--- config.mk ---
export PLATFORM = sky130hd
export DESIGN_NAME = timer_arbiter
export DESIGN_NICKNAME = d
export VERILOG_FILES = /design/src/rtl/timer_arb_pkg.sv /design/src/rtl/timer_arbiter_core.sv /design/src/rtl/timer_arbiter.sv
export SDC_FILE = /design/constraint.sdc
export NUM_CORES = 1
export LEC_CHECK = 0
export BUFFER_PORTS_ARGS = -buffer_cell sky130_fd_sc_hd__buf_4
export CORE_UTILIZATION = 52
export DETAILED_ROUTE_END_ITERATION = 8
export GPL_ROUTABILITY_DRIVEN = 0
export PLACE_DENSITY = 0.86
export REMOVE_ABC_BUFFERS = 1
export SYNTH_ARGS = -nofsm -noshare
export SYNTH_HDL_FRONTEND = slang
export SYNTH_SLANG_ARGS = --single-unit
--- constraint.sdc ---
create_clock -name clk -period 4.46 [get_ports clk]
set_clock_uncertainty 0.1 [all_clocks]
set_input_delay 0.223 -clock clk [delete_from_list [all_inputs] [get_ports clk]]
set_output_delay 0.223 -clock clk [all_outputs]
set_load 0.02 [all_outputs]
--- src/rtl/timer_arb_pkg.sv ---
// Shared types and defaults for the timer arbiter: FSM state encoding,
// default requester count and count width, and a small index helper.
package timer_arb_pkg;

    localparam int DEFAULT_N = 4;
    localparam int DEFAULT_W = 8;

    typedef enum logic {
        IDLE = 1'b0,
        RUN  = 1'b1
    } state_t;

    // Next round-robin position after idx, wrapping at n.
    function automatic int wrapNext(input int idx, input int n);
        return (idx + 1) % n;
    endfunction

endpackage

--- src/rtl/timer_arbiter_core.sv ---
// Countdown register shared by all requesters: loads a duration, then
// decrements toward zero and holds there until reloaded.
module timer_core #(
    parameter int W = 8
) (
    input  logic         clk,
    input  logic         rst,
    input  logic         load,
    input  logic         dec,
    input  logic [W-1:0] load_value,
    output logic [W-1:0] value,
    output logic         zero
);

    logic [W-1:0] r_value;

    // Load has priority; the count saturates at zero rather than wrapping.
    always_ff @(posedge clk) begin
        if (rst) begin
            r_value <= '0;
        end else if (load) begin
            r_value <= load_value;
        end else if (dec && (r_value != '0)) begin
            r_value <= r_value - W'(1);
        end
    end

    assign value = r_value;
    assign zero  = (r_value == '0);

endmodule

--- src/rtl/timer_arbiter.sv ---
// Round-robin arbiter granting one shared countdown timer to N requesters.
// Define TIMER_ARB_CANCEL_EN to add the per-requester cancel input.
module timer_arbiter
    import timer_arb_pkg::*;
#(
    parameter int N = DEFAULT_N,
    parameter int W = DEFAULT_W
) (
    input  logic                 clk,
    input  logic                 rst,
    input  logic [N-1:0]         req_valid,
    input  logic [N*W-1:0]       req_len,
`ifdef TIMER_ARB_CANCEL_EN
    input  logic [N-1:0]         cancel,
`endif
    output logic [N-1:0]         req_ready,
    output logic [N-1:0]         expire,
    output logic                 busy,
    output logic [$clog2(N)-1:0] owner,
    output logic [W-1:0]         count
);

    localparam int IW = $clog2(N);

    state_t         r_state;
    state_t         w_stateNext;
    logic [IW-1:0]  r_owner;
    logic [IW-1:0]  w_ownerNext;
    logic [IW-1:0]  r_rrPtr;
    logic [IW-1:0]  w_rrPtrNext;
    logic [IW-1:0]  w_grantIdx;
    logic           w_anyReq;
    logic           w_load;
    logic           w_dec;
    logic           w_zero;
    logic           w_cancelHit;
    logic [W-1:0]   w_loadValue;
    logic [W-1:0]   w_value;
    logic [N-1:0]   w_grantOH;
    logic [N-1:0]   w_expireOH;

    // First pending request at or after the round-robin pointer, modulo N.
    always_comb begin
        w_anyReq   = 1'b0;
        w_grantIdx = '0;
        for (int k = 0; k < N; k++) begin
            if (!w_anyReq && req_valid[(int'(r_rrPtr) + k) % N]) begin
                w_anyReq   = 1'b1;
                w_grantIdx = IW'((int'(r_rrPtr) + k) % N);
            end
        end
    end

`ifdef TIMER_ARB_CANCEL_EN
    assign w_cancelHit = cancel[r_owner];
`else
    assign w_cancelHit = 1'b0;
`endif

    always_ff @(posedge clk) begin
        if (rst) begin
            r_state <= IDLE;
            r_owner <= '0;
            r_rrPtr <= '0;
        end else begin
            r_state <= w_stateNext;
            r_owner <= w_ownerNext;
            r_rrPtr <= w_rrPtrNext;
        end
    end

    // Expiry takes precedence over a cancel arriving on the zero-count cycle.
    always_comb begin
        w_stateNext = r_state;
        w_ownerNext = r_owner;
        w_rrPtrNext = r_rrPtr;
        w_grantOH   = '0;
        w_expireOH  = '0;
        w_load      = 1'b0;
        w_dec       = 1'b0;
        w_loadValue = '0;
        case (r_state)
            IDLE: begin
                if (w_anyReq) begin
                    w_grantOH[w_grantIdx] = 1'b1;
                    w_load                = 1'b1;
                    w_loadValue           = req_len[int'(w_grantIdx)*W +: W];
                    w_ownerNext           = w_grantIdx;
                    w_stateNext           = RUN;
                end
            end
            RUN: begin
                if (w_zero) begin
                    w_expireOH[r_owner] = 1'b1;
                    w_rrPtrNext         = IW'(wrapNext(int'(r_owner), N));
                    w_stateNext         = IDLE;
                end else if (w_cancelHit) begin
                    w_rrPtrNext = IW'(wrapNext(int'(r_owner), N));
                    w_stateNext = IDLE;
                end else begin
                    w_dec = 1'b1;
                end
            end
            default: begin
                w_stateNext = IDLE;
            end
        endcase
    end

    timer_core #(
        .W (W)
    ) u_timerCore (
        .clk        (clk),
        .rst        (rst),
        .load       (w_load),
        .dec        (w_dec),
        .load_value (w_loadValue),
        .value      (w_value),
        .zero       (w_zero)
    );

    // Reset overrides everything the same cycle, so all outputs are gated by it.
    assign busy      = !rst && (r_state == RUN);
    assign req_ready = rst ? '0 : w_grantOH;
    assign expire    = rst ? '0 : w_expireOH;
    assign owner     = busy ? r_owner : '0;
    assign count     = busy ? w_value : '0;

    assert property (@(posedge clk) $onehot0(req_ready));
    assert property (@(posedge clk) $onehot0(expire));

endmodule

---- Yosys cells after proc, flatten, opt, wreduce, memory -nomap -nowiden ----
Cells that the tools add are included.
word-level totals
  flip-flop bits (word level) ............. 13
  bits of input ports ..................... 38
  output and inout bits ................... 19
operators by class
  $add $sub $neg .......................... 5
  $lt $le $gt $ge ......................... 8
  shift-type cells ........................ 1
  multiplexer cells ....................... 40
  bitwise operators ....................... 4
  reduce and logical (&&, ||, !) cells .... 19
operators with widths
  cell                 count
  $mux 8               5
  $shiftx 32x6->8      1
  $mux 4               6
  $mux 1               17
  $lt 3x4->1 const B   3
  $mux 2               5
  $lt 2x3->1 const B   3
  $bmux 1 s2           4
  $logic_not 8->1      1
  $reduce_bool 8->1    1
  $sub 8x1->8 const B  1
  $logic_and 1x1->1    7
  $reduce_or 2->1      3
  $add 2x1->2 const B  2
  $add 2x2->2 const B  2
  $demux 1 s2          2
  $ge 2x1->1 const B   2
  $logic_not 1->1      4
  $reduce_and 2->1     2
  $and 1x1->1 const A  3
  $pmux 1 s2           1
  $reduce_bool 2->1    1
  $not 1->1            1

---- Logic depth before layout (Yosys ltp) ----
Gate-level depths: netlist of the first run.
  word-level depth ........................ 21
  mapped depth ............................ 7
  depth with buffers taken out ............ 7

---- By module ----
A second synthesis of the first run with hierarchy kept.
second synthesis, totals
  cell total of the unflattened synthesis .. 152
  area, all modules ....................... 1226.2 um^2
modules (own cells, without submodules)
  module         instances  cells each  area each (um^2)  sequential area each (um^2)
  timer_arbiter  1          93          710.7             100.1
  timer_core     1          59          515.5             160.2

---- Worst setup path after synthesis of the first run ----
OpenSTA, ideal clock, no wires.
  path type ............................... register to register
  start point ............................. register u_timerCore.r_value[0], in the netlist u_timerCore.value[0]
  end point ............................... register u_timerCore.r_value[1], in the netlist u_timerCore.value[1]
  library setup time ...................... 0.117 ns
  data arrival time ....................... 1.871 ns
  required time ........................... 4.243 ns
  setup slack ............................. 2.372 ns
  stages on the path, launching flop included .. 8
  period minus slack after synthesis ...... 2.088 ns
  cell sequence ........................... dfxtp_1 > inv_1 > ha_1 > or4bb_2 > a2bb2oi_1 > nor2_1 > a2111oi_0 > a32o_1
on the way
  cells in the longest elaborated chain, start to end .. 5
  elaborated cells between the ends (all ways) .. 9
ends and longest elaborated chain
  element                                              line                      RTL
  start: declaration                                   timer_arbiter_core.sv:15  logic [W-1:0] r_value;
  start signal: assignment                             timer_arbiter_core.sv:22  r_value <= load_value;
  start signal: assignment                             timer_arbiter_core.sv:24  r_value <= r_value - W'(1);
  branches (longest 5 deep; another with $sub 8x1->8)  -
Several ways; the timed one is not identified. The select of a mux whose other input is x is not followed.
A chain may end at the register's enable or synchronous reset.

---- Worst setup path in the final report of the first run ----
  start point ............................. register r_state
  end point ............................... output port expire[2]
on the way
  cells in the longest elaborated chain, start to end .. 2
ends and longest elaborated chain
  element                   line                  RTL
  start: declaration        timer_arbiter.sv:25   state_t r_state;
  start signal: assignment  timer_arbiter.sv:66   r_state <= w_stateNext;
  $mux 4                    timer_arbiter.sv:82   case (r_state)
  $mux 4                    timer_arbiter.sv:125  assign expire = rst ? '0 : w_expireOH;
  end: declaration          timer_arbiter.sv:17   output logic [N-1:0] expire,
No other way between the ends.

==> flow_summary.json, run 1 <==
{
  "outcome": "finished clean",
  "dpl.hpwl_mm": 3.17,
  "io_buffers": 56,
  "layout_min_cycle_time_ns": 2.33,
  "ir_drop_uv": 227,
  "rows": 18,
  "grt_pass1_vias": 1403,
  "synth_area_sq_um": 1360,
  "critPathKind": "flip-flop to output pin",
  "arrival_ns": 2.01,
  "vias_per_cell": 6.40,
  "hp-class": "input port to flip-flop",
  "slew_headroom": 0.602,
  "first_pass_iters": 6,
  "layout_common_cells": "56 x buf_4, 18 x nor2_1, 13 x dfxtp_1",
  "fmax_mhz": 428,
  "ctsLongestPathBuffers": 2,
  "vias": 1618,
  "core_area_sq_um": 2480,
  "clk_pin_slew_ns": 0.08,
  "place_area_sq_um": 1740,
  "htreeDepth": 1,
  "cp-end-kind": "output pin",
  "rsz0062_at_grt": "false",
  "instances_no_fill": 253,
  "stdcell_area_sq_um": 1770,
  "overflow": 0,
  "startpoint_type": "flip-flop",
  "finalSetupTns_ns": 0,
  "wirelength_mm": 4.12,
  "avgRoutedWirePerCell_microns": 16.3,
  "synth_warnings": 0,
  "worst_slack_ns": 2.13,
  "drtIter0Drc": 94,
  "ioPinCount": 57,
  "period_share": 0.524,
  "cts_resized": 0,
  "place_ws_ns": 2.19,
  "hold_viol_final": 0,
  "avgSynthCellArea_sq_um": 7.89,
  "start_util": 0.547,
  "worstMarginPinSlew_ns": 0.591,
  "synthFlopType": "dfxtp_1",
  "drv_cap": 0,
  "clk_latency_ns": 0.29,
  "grt_max_degree": 21,
  "drc_errors": 0,
  "synth-edff-count": 0,
  "final_common_cell": "buf_4",
  "cts_setup_buffers": 0,
  "numCtsBuffers": 3,
  "die-area_sq_um": 2820,
  "synth_seq_cells": 13,
  "antenna_found_initial": 0,
  "antenna_left": 0,
  "die_width_microns": 53.1,
  "grt_usage": 0.314,
  "ctsRootBufferMaster": "clkbuf_4",
  "cts.sinks": 13,
  "critPathRequiredTime_ns": 4.14,
  "synthToLayoutAreaGrowth_pct": 30.4,
  "postCtsHoldBufs": 0,
  "grt_pass1_wl_mm": 6.42,
  "drive_gt1_frac": 0.323,
  "fp.dieH_microns": 53.1,
  "crit_fanout": 14,
  "p_per_area_nw_per_um2": 266,
  "ys_seq_area_frac": 0.192,
  "cts_tree": "done",
  "antenna_cells": 0,
  "p_leak_nw": 0.786,
  "ys_types": 59,
  "synth_cells": 172,
  "utilization": 0.714,
  "setup_violations": 0,
  "slew_violations": 0,
  "dp_cells": 249,
  "nets": 267,
  "synthArstFlopShare": 0
}
stage by stage:
| step | hold WS [ns] | power, W |
|---|---|---|
| detailed placement | 0.415 | 0.000391 |
| finish | 0.113 | 0.000471 |
| CTS | 0.116 | 0.000465 |
| floorplan | 0.192 | 0.000309 |
| global route | 0.114 | 0.000500 |
| global placement | 0.389 | 0.000382 |
power by group:
| part | leakage [nW] | internal, W | switching, W | total [W] |
|---|---|---|---|---|
| combinational | 0.664 | 0.000107 | 0.000123 | 0.000229 |
| clock | 0.0150 | 0.0000349 | 0.0000398 | 0.0000746 |
| sequential | 0.108 | 0.000134 | 0.0000320 | 0.000166 |
| total | 0.786 | 0.000276 | 0.000194 | 0.000471 |
critical path: stages, from the launching register on:
cell and delay [ns]:
dfxtp_1 0.60, clkinv_1 0.36, nor2_1 0.22, and4_1 0.26, and2_1 0.15, buf_4 0.14
path summary, 6_finish.rpt:
kind,start,endpoint,slack (ns),cells past startpoint
worst min register to register,r_owner[1],r_owner[1],0.42,2
worst max register to register,u_timerCore.value[0],u_timerCore.value[3],2.14,7
worst max-delay path,r_state,expire[2],2.13,5
worst min-delay path,req_len[8],u_timerCore.value[0],0.11,3
cell families after synthesis:
| group | count (synthesis) | share of synthesized area |
|---|---|---|
| compound gates | 48 | 0.276 |
| xor+xnor | 2 | 0.0129 |
| fa+ha+maj | 5 | 0.0461 |
| buf+inv | 16 | 0.0719 |
| flops | 13 | 0.192 |
| mux | 8 | 0.0600 |
| simple gates | 80 | 0.341 |
Yosys cell counts, drive strengths merged, types with 3 or more instances:
library cell	count	area, sq um
nor2	19	73.8
dfxtp	13	260
nand2	9	33.8
and3	8	51.3
nor3	8	51.3
mux2i	7	70.1
inv	6	22.5
a31oi	5	31.3
and2	5	31.3
buf	5	56.3
ha	5	62.6
nand4	5	31.3
nor4	5	37.5
o211ai	5	42.5
o21ai	5	28.8
a211oi	4	30.0
a21oi	4	20.0
clkbuf	4	15.0
nand3	4	20.0
nor2b	4	25.0
and4	3	26.3
o31a	3	26.3
o31ai	3	22.5
state kept, by name, summed over array words and instances (netlist names):
name and cells:
r_state 1, r_owner 2, r_rrPtr 2, u_timerCore.value 8
layout make-up:
type	count	area [sq um]
Multi-Input combinational cell	143	998
Fill cell	224	708
Timing Repair Buffer	56	420
Sequential cell	13	260
Tap cell	30	37.5
Clock buffer	4	26.3
Inverter	7	26.3
routing by layer:
metal | track usage | wire length [microns] | up-vias
met4 | 0.105 | 130 | 0
li1 | - | - | 768
met5 | 0 | 0 | -
met3 | 0.0489 | 310 | 14
met2 | 0.561 | 2000 | 93
met1 | 0.377 | 1670 | 743
(Power assumes the default switching activity.)
==> run 2: changes to the inputs <==
ABC_AREA = 1   (was not set)
CORE_UTILIZATION = 49   (was 52)
PLACE_DENSITY = 0.8   (was 0.86)
clock period = 2.2 ns   (was 4.46 ns; I/O delays follow)
==> flow_summary.json, run 2 <==
{
  "p_total_w": 0.00281,
  "fmax_mhz": 449,
  "ctsLongestPathBuffers": 2,
  "numCtsBuffers": 3,
  "largest_reg_flops": 8,
  "critPathKind": "flip-flop to output pin",
  "grt_usage": 0.253,
  "seqPwrFrac": 0.146,
  "core_area_sq_um": 2830,
  "crit_fanout": 6,
  "start_util": 0.528,
  "slew_headroom": 0.801,
  "ctsRootBufferMaster": "clkbuf_4",
  "grt_use_met1": 0.371,
  "antenna_cells": 0,
  "clk_latency_ns": 0.30,
  "synth.most_common_cell": "nand2_1",
  "utilization": 0.791,
  "hold_viol_final": 0,
  "synth-compound-area-share": 0.122,
  "grt_most_used_layer": "met2",
  "grt_max_degree": 18,
  "startpoint_type": "flip-flop",
  "drive_gt1_frac": 0.353,
  "synth_seq_cells": 13,
  "die-area_sq_um": 3270,
  "die_width_microns": 57.2,
  "synth_fa_ha_area_frac": 0.0419,
  "rsz0062_at_grt": "true",
  "layout_min_cycle_time_ns": 2.22,
  "slowest_delay_ns": 0.39,
  "worstMarginPinSlew_ns": 0.298,
  "grt_pass1_vias": 1523,
  "grt_use_met3": 0.0136,
  "synth_common_cells": "98 x nand2_1, 33 x inv_1, 26 x nor2_1",
  "synth_xor_area_frac": 0.0176,
  "yosys-top-cells-area": "nand2_1 25%, dfxtp_1 17%, inv_1 8.3%",
  "hp-class": "input port to flip-flop",
  "fp.dieH_microns": 57.2,
  "nets": 387,
  "grt_pass1_wl_mm": 6.57,
  "htreeDepth": 1,
  "ir_drop_uv": 682,
  "antenna_found_initial": 0,
  "use_met2": 0.402,
  "swShare": 0.537,
  "arrival_ns": 2.01,
  "path_common_cell": "nand2_4",
  "cp_cell_sequence": "buf_6 > nand2_4 > nand2_4 > nand2_4 > nand2_4 > nor2_4 > nand3_4 > nand2_8 > clkinv_4 > buf_4 > nand3_1 > nor2_1 > buf_4",
  "synth-simple-area-share": 0.500,
  "setup_violations": 2,
  "antenna_left": 0,
  "synth_top_family_by_area": "simple AND/OR/NAND/NOR gates",
  "critPathRequiredTime_ns": 1.99,
  "violations": "design-rule violations, negative setup slack",
  "switching_power_w": 0.00151,
  "drv_cap": 0,
  "layout_common_cells": "85 x nand2_1, 76 x buf_4, 33 x inv_1",
  "vias": 1917,
  "synthArstFlopShare": 0,
  "synth_area_sq_um": 1490,
  "outcome": "finished with violations",
  "pwr-share-clk": 0.063,
  "intPower_w": 0.00130,
  "ys_seq_area_frac": 0.174,
  "worst_path_max_delay_cell": "dfxtp_4",
  "drtIter0Drc": 126,
  "io_buffers": 56,
  "synth_top_cell_by_area": "nand2_1",
  "first_pass_iters": 7,
  "drc_errors": 4,
  "ys_types": 29,
  "post-synth-top-area-fraction": 0.246,
  "synth_cells": 266,
  "cts_tree": "done",
  "p_per_area_nw_per_um2": 1260,
  "combPwrFrac": 0.791,
  "cts.sinks": 13,
  "final_common_cell": "nand2_1",
  "synth-edff-count": 0,
  "cp-end-kind": "output pin",
  "synthMuxAreaShare": 0,
  "worst_slack_ns": -0.0248,
  "period_share": 1.01,
  "ioPinCount": 57,
  "p_leak_nw": 1.25,
  "slew_violations": 0,
  "dpl.hpwl_mm": 3.17,
  "synthFlopType": "dfxtp_1",
  "synth_warnings": 0,
  "wirelength_mm": 4.50,
  "synthToLayoutAreaGrowth_pct": 50.0,
  "overflow": 0,
  "avgSynthCellArea_sq_um": 5.61,
  "clk_pin_slew_ns": 0.10,
  "avgRoutedWirePerCell_microns": 12.0,
  "vias_per_cell": 5.13,
  "rows": 19
}
run 2: cell count changes in the layout (fill, tap and decap cells not counted), sizes merged, moves of 7 or more:
cell,change
mux2i,-7
nand3,+18
and3,-8
o21ai,+8
nand4,+8
buf,+24
nand2,+92
inv,+32
nor3,-8
a21oi,+12
nor2,+10
run 2: layout make-up:
class | count | area (sq um)
clock buffer | 4 | 26.3
sequential | 13 | 268
tap | 31 | 38.8
timing repair buffer | 81 | 634
multi-input combinational | 205 | 1110
inverter | 40 | 163
fill | 209 | 591
run 2: timing repair:
item | 4_1_cts | 5_1_grt
gates resized for setup | 6 | 31
hold buffers | 1 | 0
buffers inserted | 1 | 10
endpoints found under the hold margin | 1 | 0
setup endpoints to repair | 4 | 12
pin swaps | 2 | 13
run 2: logic make-up after synthesis:
family                     Yosys count
AOI/OAI and AO/OA                   31
xor gates and xnor gates             3
adders and majority gates            5
buffers and inverters               48
DFF                                 13
and+or+nand+nor                    166
run 2: per-layer routing:
layer	part of all wire	up-vias
met2	0.49	83
met1	0.44	825
met5	0	-
met4	0.013	0
li1	-	1004
met3	0.058	5
run 2: power by group through the flow:
stage          sequential (W)  combinational (W)  clock, W
2_1_floorplan        0.000391            0.00131         0
4_1_cts              0.000406            0.00195  0.000163
6_report             0.000410            0.00222  0.000176
5_1_grt              0.000421            0.00246  0.000189
3_5_place_dp         0.000408            0.00190         0
3_3_place_gp         0.000407            0.00190         0
run 2: path summary, 6_finish.rpt:
kind	slack, ns	endpoint	startpoint	cells after the start
max	-0.02	req_ready[0]	r_rrPtr[0]	13
min	0.1	u_timerCore.value[7]	req_len[7]	7
max reg2reg	0.11	u_timerCore.value[6]	r_rrPtr[0]	16
min reg2reg	0.43	u_timerCore.value[7]	u_timerCore.value[7]	2
run 2: stage by stage:
step | TNS, ns | setup WS, ns | cell area (sq um) | std cells | hold slack [ns]
2_1_floorplan | 0 | 0.107 | 1430 | 258 | 0.0885
3_3_place_gp | 0 | 0.0978 | 2000 | 358 | 0.301
3_5_place_dp | 0 | 0.0674 | 2000 | 358 | 0.307
4_1_cts | 0 | 0.00516 | 2070 | 364 | 0.105
5_1_grt | -0.411 | -0.154 | 2240 | 374 | 0.141
6_report | -0.0261 | -0.0248 | 2240 | 374 | 0.0963
run 2: worst max-delay path: cells and delay by family, from the launching register on:
family | cells | cell delay [ns]
and+or+nand+nor | 9 | 0.87
buffers and inverters | 4 | 0.46
DFF | 1 | 0.39
==> run 3: changes to the inputs <==
REMOVE_ABC_BUFFERS = not set   (was 1)
==> flow_summary.json, run 3 (synthesis gave the netlist of run 2 again) <==
{
  "worst_path_max_delay_cell": "dfxtp_4",
  "vias_per_cell": 5.27,
  "arrival_ns": 2.01,
  "drtIter0Drc": 129,
  "ir_drop_uv": 744,
  "htreeDepth": 1,
  "layout_common_cells": "82 x nand2_1, 71 x buf_4, 33 x inv_1",
  "setup_violations": 1,
  "core_area_sq_um": 2830,
  "antenna_left": 0,
  "cts_tree": "done",
  "syn_nets": 309,
  "drive_gt1_frac": 0.364,
  "dpl.hpwl_mm": 2.97,
  "fillers": 237,
  "rows": 19,
  "fmax_mhz": 451,
  "nets": 382,
  "synthToLayoutAreaGrowth_pct": 48.0,
  "vias": 1943,
  "p_per_area_nw_per_um2": 1240,
  "grt_usage": 0.244,
  "cp-end-kind": "output pin",
  "multiInputGateArea_sq_um": 1120,
  "drc_errors": 3,
  "finalSetupTns_ns": -0.0197,
  "hp-class": "input port to flip-flop",
  "clk_latency_ns": 0.29,
  "r2r_slack_ns": 0.05,
  "final-seq-area_sq_um": 268,
  "fp.dieH_microns": 57.2,
  "rsz0062_at_grt": "true",
  "critPathKind": "flip-flop to output pin",
  "ctsLongestPathBuffers": 2,
  "slew_headroom": 0.746,
  "startpoint_type": "flip-flop",
  "first_pass_iters": 7,
  "clk_pin_slew_ns": 0.09,
  "die_width_microns": 57.2,
  "cts.sinks": 13,
  "io_buffers": 56,
  "antenna_cells": 0,
  "grt_pass1_vias": 1501,
  "drv_cap": 0,
  "slowest_delay_ns": 0.39,
  "slew_violations": 0,
  "ctsRootBufferMaster": "clkbuf_4",
  "layout_min_cycle_time_ns": 2.22,
  "p_leak_nw": 1.22,
  "grt_max_degree": 24,
  "period_share": 1.01,
  "worstMarginPinSlew_ns": 0.379,
  "largest_reg_flops": 8,
  "p_total_w": 0.00274,
  "cp_cell_sequence": "clkinv_4 > nand2_1 > nand2_1 > nand2_2 > inv_2 > nor2_2 > nand3_4 > nand2_8 > inv_4 > nand4_1 > or2_1 > inv_1 > buf_6",
  "final_common_cell": "nand2_1",
  "grt_pass1_wl_mm": 6.34,
  "crit_fanout": 7,
  "utilization": 0.781,
  "violations": "design-rule violations, negative setup slack",
  "die-area_sq_um": 3270,
  "avgRoutedWirePerCell_microns": 12.2,
  "numCtsBuffers": 3,
  "overflow": 0,
  "antenna_found_initial": 0,
  "ioPinCount": 57,
  "worst_slack_ns": -0.0197,
  "start_util": 0.528,
  "critPathRequiredTime_ns": 1.99,
  "hold_viol_final": 0,
  "outcome": "finished with violations",
  "path_common_cell": "nand2_1",
  "wirelength_mm": 4.52
}
[run 3: changes by cell type in the layout (fill, tap and decap cells not counted), sizes merged]
cell	before	now
clkinv	2	1
inv	38	40
buf	80	74
[run 3: where the power goes]
group          switching (W)  internal (W)  total (W)
Sequential         0.0000855      0.000328   0.000414
Combinational        0.00131      0.000851    0.00217
Clock              0.0000902     0.0000706   0.000161
[run 3: through the flow]
stage / hold slack, ns / setup slack (ns) / cell area, sq um / cells
after floorplan: 0.213 / 0.278 / 1490 / 266
after global placement: 0.288 / 0.151 / 1960 / 352
after detailed placement: 0.299 / 0.0839 / 1960 / 352
after CTS: 0.108 / 0.0155 / 2010 / 357
after global routing: 0.143 / -0.162 / 2210 / 369
final: 0.104 / -0.0197 / 2210 / 369
[run 3: worst paths after layout]
kind / start / endpoint / depth (start not counted)
worst max-delay path: r_rrPtr[0] / req_ready[1] / 13
worst min-delay path: req_len[20] / u_timerCore.value[4] / 7
worst max register to register: r_rrPtr[0] / u_timerCore.value[7] / 15
worst min register to register: u_timerCore.value[7] / u_timerCore.value[7] / 2
[run 3: layer usage]
layer / up-vias / GRT usage / share of wire
met1: 837 / 0.342 / 0.44
li1: 987 / - / -
met3: 14 / 0.0340 / 0.076
met4: 0 / 0.0627 / 0.026
met5: - / 0 / 0
met2: 105 / 0.395 / 0.46
[run 3: layout make-up]
cell class / count / share of cell area
multi-input cells: 205 / 0.509
clock buffers: 4 / 0.0119
repair inverters: 1 / 0.00283
flip-flops and latches: 13 / 0.121
inverters: 40 / 0.0725
repair buffers: 75 / 0.265
well taps: 31 / 0.0176
[run 3: worst max-delay path: cells and delay by family (launching register included)]
kind / cells / cell delay (ns)
AND/OR/NAND/NOR: 8 / 0.91
buffers and inverters: 5 / 0.40
flip-flops: 1 / 0.39
[run 3: what timing repair did]
item	in CTS	in global routing
resized for setup	5	38
endpoints found under the setup margin	4	13
gates cloned	0	1
buffers inserted	0	11
endpoints found under the hold margin	1	0
hold buffers	1	0
pin swaps	0	15
